--- config.mk ---
export PLATFORM = sky130hd
export DESIGN_NAME = keypad_entry_ctrl_flat
export DESIGN_NICKNAME = d
export VERILOG_FILES = /design/src/rtl/keypad_entry_ctrl_pkg.sv /design/src/rtl/keypad_entry_ctrl_if.sv /design/src/rtl/keypad_entry_ctrl_key_event_detect.sv /design/src/rtl/keypad_entry_ctrl.sv /design/src/flat_wrapper.sv
export SDC_FILE = /design/constraint.sdc
export NUM_CORES = 1
export LEC_CHECK = 0
export CAP_MARGIN = 20
export CORE_ASPECT_RATIO = 1.4
export CORE_MARGIN = 10
export CORE_UTILIZATION = 50
export CTS_BUF_LIST = sky130_fd_sc_hd__clkbuf_4
export DETAILED_ROUTE_END_ITERATION = 8
export GPL_TIMING_DRIVEN = 0
export MAX_ROUTING_LAYER = met4
export PLACE_DENSITY = 0.73
export SKIP_CTS_REPAIR_TIMING = 1
export SYNTH_ARGS = -nofsm -noshare
export SYNTH_HDL_FRONTEND = slang
export SYNTH_SLANG_ARGS = --single-unit
--- constraint.sdc ---
create_clock -name clk -period 3.5 [get_ports clk]
set_input_delay 0.525 -clock clk [delete_from_list [all_inputs] [get_ports clk]]
set_output_delay 0.525 -clock clk [all_outputs]
set_load 0.05 [all_outputs]
--- src/rtl/keypad_entry_ctrl_pkg.sv ---
// Shared definitions for the keypad entry controller.
//   state_t          FSM state encoding
//   MAX_DIGITS_DEF   default digits accepted per number
//   VAL_W_DEF        default width of the assembled value
//   is_onehot10      true when exactly one of ten key bits is set
package keypad_entry_ctrl_pkg;

  typedef enum logic [1:0] {
    ST_IDLE  = 2'd0,
    ST_ENTRY = 2'd1,
    ST_FULL  = 2'd2,
    ST_HOLD  = 2'd3
  } state_t;

  localparam int MAX_DIGITS_DEF = 4;
  localparam int VAL_W_DEF      = 14;

  function automatic logic is_onehot10(input logic [9:0] v);
    return (v != 10'd0) && ((v & (v - 10'd1)) == 10'd0);
  endfunction

endpackage

--- src/rtl/keypad_entry_ctrl_if.sv ---
// Keypad-side and result-side signals of the entry controller.
//   key_in/enter/clear  level inputs from the keypad
//   num_value/num_valid/num_ready  committed-value handshake
//   digit_count/key_error/busy  status
// slave = controller side, master = keypad/downstream side.
interface keypad_entry_ctrl_if
  import keypad_entry_ctrl_pkg::*;
#(
  parameter int VAL_W = VAL_W_DEF
) ();
  logic [9:0]       key_in;
  logic             enter;
  logic             clear;
  logic [VAL_W-1:0] num_value;
  logic             num_valid;
  logic             num_ready;
  logic [2:0]       digit_count;
  logic             key_error;
  logic             busy;

  modport master (
    output key_in, enter, clear, num_ready,
    input  num_value, num_valid, digit_count, key_error, busy
  );

  modport slave (
    input  key_in, enter, clear, num_ready,
    output num_value, num_valid, digit_count, key_error, busy
  );
endinterface

--- src/rtl/keypad_entry_ctrl_key_event_detect.sv ---
// Registers the raw keypad levels once and turns rising edges of the
// registered levels into single-cycle events.
//   clk, rst      clock, async active-high reset
//   key_in        ten digit key levels
//   enter, clear  command levels
//   digit_evt     a single key pressed from an all-released keypad
//   digit_val     index of that key (valid with digit_evt)
//   enter_evt     rising edge of registered enter
//   clear_evt     rising edge of registered clear
//   multi_err     keypad left all-released with more than one key
module key_event_detect
  import keypad_entry_ctrl_pkg::*;
(
  input  logic       clk,
  input  logic       rst,
  input  logic [9:0] key_in,
  input  logic       enter,
  input  logic       clear,
  output logic       digit_evt,
  output logic [3:0] digit_val,
  output logic       enter_evt,
  output logic       clear_evt,
  output logic       multi_err
);

  logic [9:0] r_key;
  logic [9:0] r_key_prev;
  logic       r_enter;
  logic       r_enter_prev;
  logic       r_clear;
  logic       r_clear_prev;
  logic       w_key_rise;

  always_ff @(posedge clk or posedge rst) begin
    if (rst) begin
      r_key        <= '0;
      r_key_prev   <= '0;
      r_enter      <= 1'b0;
      r_enter_prev <= 1'b0;
      r_clear      <= 1'b0;
      r_clear_prev <= 1'b0;
    end else begin
      r_key        <= key_in;
      r_key_prev   <= r_key;
      r_enter      <= enter;
      r_enter_prev <= r_enter;
      r_clear      <= clear;
      r_clear_prev <= r_clear;
    end
  end

  // Only a press out of the fully released state counts, so holding a key
  // or rolling onto a second key never generates another event.
  assign w_key_rise = (r_key_prev == 10'd0) && (r_key != 10'd0);
  assign digit_evt  = w_key_rise && is_onehot10(r_key);
  assign multi_err  = w_key_rise && !is_onehot10(r_key);
  assign enter_evt  = r_enter && !r_enter_prev;
  assign clear_evt  = r_clear && !r_clear_prev;

  always_comb begin
    digit_val = 4'd0;
    for (int i = 0; i < 10; i++) begin
      if (r_key[i]) digit_val = 4'(i);
    end
  end

endmodule

--- src/rtl/keypad_entry_ctrl.sv ---
// Keypad number entry: accumulates decimal digits into a binary value and
// hands it downstream with a valid/ready handshake.
//   clk, rst  clock, async active-high reset
//   bus       keypad_entry_ctrl_if.slave (keys, commands, result, status)
//
// state | meaning
// IDLE  | no digits entered
// ENTRY | 1..MAX_DIGITS-1 digits entered
// FULL  | MAX_DIGITS digits entered, further digits flagged as errors
// HOLD  | committed value waiting for num_ready
module keypad_entry_ctrl
  import keypad_entry_ctrl_pkg::*;
#(
  parameter int MAX_DIGITS = MAX_DIGITS_DEF,
  parameter int VAL_W      = VAL_W_DEF
) (
  input logic                clk,
  input logic                rst,
  keypad_entry_ctrl_if.slave bus
);

  localparam logic [2:0] MAX_CNT = 3'(MAX_DIGITS);

  state_t           r_state, w_state_nxt;
  logic [VAL_W-1:0] r_acc, w_acc_nxt;
  logic [2:0]       r_cnt, w_cnt_nxt;
  logic [VAL_W-1:0] r_val, w_val_nxt;
  logic             r_valid, w_valid_nxt;
  logic             r_key_error, w_key_error_nxt;

  logic             w_digit_evt;
  logic [3:0]       w_digit_val;
  logic             w_enter_evt;
  logic             w_clear_evt;
  logic             w_multi_err;
  logic [VAL_W-1:0] w_acc_dig;
  logic [2:0]       w_cnt_inc;

  key_event_detect u_key_event_detect (
    .clk       (clk),
    .rst       (rst),
    .key_in    (bus.key_in),
    .enter     (bus.enter),
    .clear     (bus.clear),
    .digit_evt (w_digit_evt),
    .digit_val (w_digit_val),
    .enter_evt (w_enter_evt),
    .clear_evt (w_clear_evt),
    .multi_err (w_multi_err)
  );

  assign w_acc_dig = (r_acc * VAL_W'(10)) + {{(VAL_W-4){1'b0}}, w_digit_val};
  assign w_cnt_inc = r_cnt + 3'd1;

  always_ff @(posedge clk or posedge rst) begin
    if (rst) begin
      r_state     <= ST_IDLE;
      r_acc       <= '0;
      r_cnt       <= '0;
      r_val       <= '0;
      r_valid     <= 1'b0;
      r_key_error <= 1'b0;
    end else begin
      r_state     <= w_state_nxt;
      r_acc       <= w_acc_nxt;
      r_cnt       <= w_cnt_nxt;
      r_val       <= w_val_nxt;
      r_valid     <= w_valid_nxt;
      r_key_error <= w_key_error_nxt;
    end
  end

  always_comb begin
    w_state_nxt     = r_state;
    w_acc_nxt       = r_acc;
    w_cnt_nxt       = r_cnt;
    w_val_nxt       = r_val;
    w_valid_nxt     = r_valid;
    w_key_error_nxt = 1'b0;

    // Clear beats enter beats digit; anything lower in the same cycle is dropped.
    if (w_clear_evt) begin
      w_state_nxt = ST_IDLE;
      w_acc_nxt   = '0;
      w_cnt_nxt   = '0;
      w_val_nxt   = '0;
      w_valid_nxt = 1'b0;
    end else begin
      case (r_state)
        ST_HOLD: begin
          if (r_valid && bus.num_ready) begin
            w_state_nxt = ST_IDLE;
            w_valid_nxt = 1'b0;
          end
          if (w_multi_err) w_key_error_nxt = 1'b1;
        end
        default: begin
          if (w_enter_evt) begin
            w_val_nxt   = r_acc;
            w_valid_nxt = 1'b1;
            w_acc_nxt   = '0;
            w_cnt_nxt   = '0;
            w_state_nxt = ST_HOLD;
          end else if (w_digit_evt) begin
            if (r_state == ST_FULL) begin
              w_key_error_nxt = 1'b1;
            end else begin
              w_acc_nxt   = w_acc_dig;
              w_cnt_nxt   = w_cnt_inc;
              w_state_nxt = (w_cnt_inc == MAX_CNT) ? ST_FULL : ST_ENTRY;
            end
          end else if (w_multi_err) begin
            w_key_error_nxt = 1'b1;
          end
        end
      endcase
    end
  end

  assign bus.num_value   = r_val;
  assign bus.num_valid   = r_valid;
  assign bus.digit_count = r_cnt;
  assign bus.key_error   = r_key_error;
  assign bus.busy        = (r_state != ST_IDLE);

endmodule

--- src/flat_wrapper.sv ---
// flat-port wrapper written by rule: the top's interface ports become plain ports
module keypad_entry_ctrl_flat import keypad_entry_ctrl_pkg::*;
#(
  parameter int MAX_DIGITS = MAX_DIGITS_DEF,
  parameter int VAL_W      = VAL_W_DEF
)
  (clk, rst, bus_key_in, bus_enter, bus_clear, bus_num_ready, bus_num_value, bus_num_valid, bus_digit_count, bus_key_error, bus_busy);
  keypad_entry_ctrl_if #(.VAL_W(VAL_W)) bus_i ();
  input logic clk;
  input logic rst;
  input wire logic [$bits(bus_i.key_in)-1:0] bus_key_in;
  input wire logic [$bits(bus_i.enter)-1:0] bus_enter;
  input wire logic [$bits(bus_i.clear)-1:0] bus_clear;
  input wire logic [$bits(bus_i.num_ready)-1:0] bus_num_ready;
  output wire logic [$bits(bus_i.num_value)-1:0] bus_num_value;
  output wire logic [$bits(bus_i.num_valid)-1:0] bus_num_valid;
  output wire logic [$bits(bus_i.digit_count)-1:0] bus_digit_count;
  output wire logic [$bits(bus_i.key_error)-1:0] bus_key_error;
  output wire logic [$bits(bus_i.busy)-1:0] bus_busy;
  assign bus_i.key_in = bus_key_in;
  assign bus_i.enter = bus_enter;
  assign bus_i.clear = bus_clear;
  assign bus_i.num_ready = bus_num_ready;
  assign bus_num_value = bus_i.num_value;
  assign bus_num_valid = bus_i.num_valid;
  assign bus_digit_count = bus_i.digit_count;
  assign bus_key_error = bus_i.key_error;
  assign bus_busy = bus_i.busy;
  keypad_entry_ctrl #(.MAX_DIGITS(MAX_DIGITS), .VAL_W(VAL_W)) u_core (.clk(clk), .rst(rst), .bus(bus_i));
endmodule
After elaboration in Yosys (flattened, before gate mapping)
Cells that the tools add are included.
{"block": "classes", "n_bitwise": 1, "mul": 1, "add_sub_neg": 3, "n_mux": 39, "eq_ne": 7, "reduce_logical": 22}
{"operator": "2-to-1 mux 14 bit", "n": 8}
{"operator": "2-to-1 mux 4 bit", "n": 8}
{"operator": "logical NOT 10 bit", "n": 2}
{"operator": "2-to-1 mux 3 bit", "n": 5}
{"operator": "adder 14 x 4 -> 14 bit", "n": 1}
{"operator": "multiplier 14 x 3 -> 13 bit, second input constant", "n": 1}
{"operator": "2-to-1 mux 2 bit", "n": 7}
{"operator": "2-to-1 mux 1 bit", "n": 11}
{"operator": "AND 10 bit", "n": 1}
{"operator": "nonzero test 10 bit", "n": 1}
{"operator": "subtractor 10 x 1 -> 10 bit, second input constant", "n": 1}
{"operator": "logical AND 1 bit", "n": 7}
{"operator": "AND reduction 3 bit", "n": 2}
{"operator": "nonzero test 3 bit", "n": 2}
{"operator": "== test 2 bit, second input constant", "n": 2}
{"operator": "inequality test 4 bit, second input constant", "n": 1}
{"operator": "AND reduction 2 bit", "n": 2}
{"operator": "nonzero test 2 bit", "n": 2}
{"operator": "nonzero test 4 bit", "n": 1}
{"operator": "adder 3 x 1 -> 3 bit, second input constant", "n": 1}
{"operator": "== test 3 bit, second input constant", "n": 1}
{"operator": "logical NOT 1 bit", "n": 3}
{"operator": "inequality test 3 x 2 -> 1 bit, second input constant", "n": 1}
{"operator": "inequality test 3 bit, second input constant", "n": 1}
{"operator": "inequality test 2 bit, second input constant", "n": 1}
{"block": "word_totals", "word_cells": 85, "register_bits": 59, "out_inout_bits": 20}

Logic depth before layout (Yosys ltp)
{"block": "logic_depth", "word_depth": 15, "ltp_mapped": 13}

By module
Synthesis repeated with hierarchy kept, for this count alone.
{"block": "unflattened", "cells_unflattened": 278, "hier_area_um2": 3133.0}
{"mod": "keypad_entry_ctrl", "area_per_inst_um2": 2307.2, "cells_per_inst": 216, "n_inst": 1, "seq_area_each_um2": 875.8}
{"mod": "key_event_detect", "area_per_inst_um2": 825.8, "cells_per_inst": 62, "n_inst": 1, "seq_area_each_um2": 600.6}

Worst setup path after synthesis
No wires, ideal clock.
{"block": "synth_timing", "kind": "register to register", "startpoint": "register u_core.r_acc[1]", "endpoint": "register u_core.r_acc[13]", "stages_incl_launch_ff": 12, "slack_ns": 0.547, "arrival_time_ns": 2.826, "setup_time_ns": 0.127, "path_buffers": 0, "cell_sequence": "dfrtp_1 > ha_1 > ha_1 > fa_1 > a21o_1 > a221oi_1 > xnor2_1 > nand4_1 > nor4b_1 > xnor2_1 > xnor2_1 > o21ai_1"}
{"block": "synth_between", "elab_chain_cells": 7}
{"item": "start: declaration", "line_no": "keypad_entry_ctrl.sv:25", "text": "logic [VAL_W-1:0] r_acc, w_acc_nxt;"}
{"item": "start signal: assignment", "line_no": "keypad_entry_ctrl.sv:65", "text": "r_acc <= w_acc_nxt;"}
{"item": "multiplier 14 x 3 -> 13 bit", "line_no": "keypad_entry_ctrl.sv:52", "text": "assign w_acc_dig = (r_acc * VAL_W'(10)) + {{(VAL_W-4){1'b0}}, w_digit_val};"}
{"item": "adder 14 x 4 -> 14 bit", "line_no": "keypad_entry_ctrl.sv:52"}
{"item": "2-to-1 mux 14 bit", "line_no": "keypad_entry_ctrl.sv:105", "text": "if (r_state == ST_FULL) begin"}
{"item": "2-to-1 mux 14 bit", "line_no": "keypad_entry_ctrl.sv:104", "text": "end else if (w_digit_evt) begin"}
{"item": "2-to-1 mux 14 bit", "line_no": "keypad_entry_ctrl.sv:98", "text": "if (w_enter_evt) begin"}
{"item": "2-to-1 mux 14 bit", "line_no": "keypad_entry_ctrl.sv:89", "text": "case (r_state)"}
{"item": "2-to-1 mux 14 bit", "line_no": "keypad_entry_ctrl.sv:82", "text": "if (w_clear_evt) begin"}
No other way between the ends. The select of a mux whose other input is x is not followed.
A chain may end at the register's enable or synchronous reset.

Worst setup path in the final report
Ends and elaborated chain as after synthesis.

==> reports/metrics.cfg <==
[floorplanning]
die_x_um=85.0
coreArea_um2=5780
io-pin-count=35
die_area_um2=9430
die_h_um=111
num_rows=33
start_util_pct=51.1

[critical_path]
critPathMaxFanout=5
setup.worst_path.class=reg2reg
cpPeakStageDelay_ps=470
crit_top_cell=xnor2_1
worst_setup_path_end_kind=flip-flop
critPathSlowestCell=dfrtp_1
crit_arrival_ps=3470
worstPathCellList=ha_1 > ha_1 > fa_1 > a21o_1 > a221oi_1 > xnor2_1 > nand4_1 > nor4b_2 > xnor2_1 > xnor2_1 > o21ai_1
worstPathRequired_ps=3780
startpoint_type=flip-flop

[sta]
holdWs_ps=406
finalMaxSlewViolations=0
fin_tns_setup_ps=0
rsz0062_at_grt=false
finClkSkew_ps=12.7
max_freq_mhz=314
tightestPinTransition_ps=616
max_slew_margin_pct=59.0
hold_viol=0
period_needed_ps=3190
post-route-period-util_pct=91.1
setup_viol=0

[detailed_routing]
drt_wl_total_mm=6.00
first_pass_iters=4
ant_nets=0
first_iter_violations=100
avgRoutedWirePerCell_um=15.6
viasPerCell=5.61
vias=2161
drc=0

[clock_tree]
clock-root-buffer=clkbuf_4
cts_buffers=9
htree_levels=3
cts_sinks=59
insertion_delay_ps=400
clock_path_buffers=2
clkSlewWorstSetupHoldPaths_ps=100
cts_tree=yes

[finish]
syn_to_final_growth_pct=20.5
antenna_cells=0
drive_above_1_share_pct=8.57
nNetsFinal=351
design_area_um2=3560

[placed_design]
place_area_um2=3400
port_buffers=34
finalWeightedCongestion=0.773
dp_hpwl_mm=4.55

[yosys]
yosys_warnings=0
synth_nets=305
synth.top_cell.area_share_pct=50.0
synthCells=264
synth-seq-cells=59
avgSynthCellArea_um2=11.2
syn_area_um2=2950
synth_area_leader_cell=dfrtp_1
synth-async-reset-ratio_pct=100
synth-edff-count=0
yosys-top-cells-area=dfrtp_1 50%, ha_1 10%, a22o_1 4.2%, xnor2_1 3.9%, nand2_1 3.6%
ys_types=45
yosysSeqAreaShare_pct=50.0
ys.flop_type=dfrtp_1

[power]
power_frac_comb_pct=41.8
p_int_mw=1.49
switching_share_pct=39.1
peakVddDrop_mv=0.402
p_total_mw=2.45
p_seq_share_pct=37.1
power_frac_clock_pct=21.1
netSwitchingPower_mw=0.960
power_density_nw_per_um2=689
p_leak_nw=1.65

[run]
cap_violations=0

[global_routing]
grt_usage_pct=13.8
grt_max_degree=44
grt_antenna_before_repair=0
grt_pass1_wl_mm=10.4
first_global_vias=2255
grt-ovfl-total=0

[min_path]
hold_path.class=in2async

[run_status]
status=finished clean

[through the flow]
step / worst slack (ps) / utilization, % / instances
3_3_place_gp: 238 / 58.5 / 368
6_report: 311 / 61.6 / 385
4_1_cts: 202 / 61.5 / 385
2_1_floorplan: 547 / - / 264
5_1_grt: 105 / 61.6 / 385
3_5_place_dp: 209 / 58.9 / 369
[per-layer routing]
| layer | track usage, % | part of all wire, % | vias up |
|---|---|---|---|
| met2 | 21.2 | 49 | 54 |
| met3 | 4.85 | 5.6 | 12 |
| met5 | - | 0 | - |
| met1 | 15.9 | 43 | 1036 |
| met4 | 5.95 | 2.1 | 0 |
| li1 | - | - | 1059 |
[cell usage in the layout, fill, tap and decap left out, types with 2 or more instances in the layout]
cell	Yosys	final
clkbuf_4	0	9
dfrtp_1	59	59
nand2_1	28	28
fa_1	2	2
xor2_1	9	9
a21oi_1	11	11
a22o_1	14	14
bufinv_16	0	2
a221oi_1	2	2
clkdlybuf4s50_1	0	34
buf_6	2	2
or4_1	3	3
clkbuf_1	3	3
inv_1	5	4
a21o_1	7	7
o21bai_1	2	2
a2111oi_0	2	2
nor2b_1	2	2
ha_1	24	24
clkinv_2	0	3
or3_1	2	2
nor4_1	3	3
o21ai_0	4	4
or2_2	2	2
nand3_1	3	3
xnor2_1	13	13
o31ai_1	9	9
o21ai_2	2	2
clkinv_1	0	2
and3_1	4	4
o21ai_1	11	11
nand4_1	2	2
nor2_1	12	12
nand2b_1	6	6
[Yosys cell counts (2+ instances only)]
cell	number
nor4_1	3
a21oi_1	11
xnor2_1	13
xor2_1	9
nand2_1	28
or2_2	2
clkbuf_1	3
ha_1	24
buf_6	2
a21o_1	7
nor2_1	12
nor2b_1	2
or3_1	2
fa_1	2
dfrtp_1	59
nand3_1	3
o21ai_0	4
a22o_1	14
a2111oi_0	2
a221oi_1	2
o21ai_2	2
o21ai_1	11
or4_1	3
and3_1	4
nand2b_1	6
inv_1	5
nand4_1	2
o21bai_1	2
o31ai_1	9
[final cells by class]
cell class / count / area, um2
fillers: 484 / 2220
flip-flops and latches: 59 / 1480
multi-input cells: 194 / 1430
repair buffers: 35 / 360
well taps: 70 / 87.6
clock inverters: 7 / 82.6
clock buffers: 9 / 67.6
plain buffers: 6 / 38.8
inverters: 5 / 18.8
[kinds of logic (layout without fill, tap and decap cells)]
group	Yosys count	count (layout)	share of synthesized area, %
xor gates and xnor gates	22	22	6.52
AOI/OAI and AO/OA	72	72	17.2
buffers and inverters	11	62	1.95
DFF	59	59	50.0
adders and majority gates	27	27	11.9
and+or+nand+nor	73	73	12.5
[final timing paths]
path | from | endpoint | slack [ps] | cells after the start
min in group clk | u_core.u_key_event_detect.r_enter | u_core.u_key_event_detect.r_enter_prev | 410 | 0
hold / removal | rst | u_core.bus.num_value[8] | 410 | 2
hold reg to reg | u_core.u_key_event_detect.r_enter | u_core.u_key_event_detect.r_enter_prev | 410 | 0
setup reg to reg | u_core.r_acc[1] | u_core.r_acc[13] | 310 | 11
max in group asynchronous | rst | u_core.u_key_event_detect.r_key_prev[2] | 2540 | 3
setup / recovery | u_core.r_acc[1] | u_core.r_acc[13] | 310 | 11
[sequential cells by signal, indices dropped and copies added, names as in the netlist]
signal                                  flops
u_core.bus.digit_count                      3
u_core.bus.key_error                        1
u_core.bus.num_valid                        1
u_core.bus.num_value                       14
u_core.r_acc                               14
u_core.r_state                              2
u_core.u_key_event_detect.r_clear           1
u_core.u_key_event_detect.r_clear_prev      1
u_core.u_key_event_detect.r_enter           1
u_core.u_key_event_detect.r_enter_prev      1
u_core.u_key_event_detect.r_key            10
u_core.u_key_event_detect.r_key_prev       10
[power groups by stage]
stage          clock network, mW  logic [mW]  registers [mW]
2_1_floorplan                  0       0.667            1.01
6_report                   0.518        1.02           0.909
3_3_place_gp                   0       0.997           0.916
5_1_grt                    0.573        1.15           0.927
4_1_cts                    0.534        1.03           0.911
3_5_place_dp                   0        1.02           0.925
[critical path: cells and delay by family, from the launching register on]
kind | cells | cell delay [ps]
xor gates and xnor gates | 3 | 560
and+or+nand+nor | 2 | 460
adders and majority gates | 3 | 970
DFF | 1 | 470
AOI/OAI and AO/OA | 3 | 610
(Power assumes the default switching activity.)
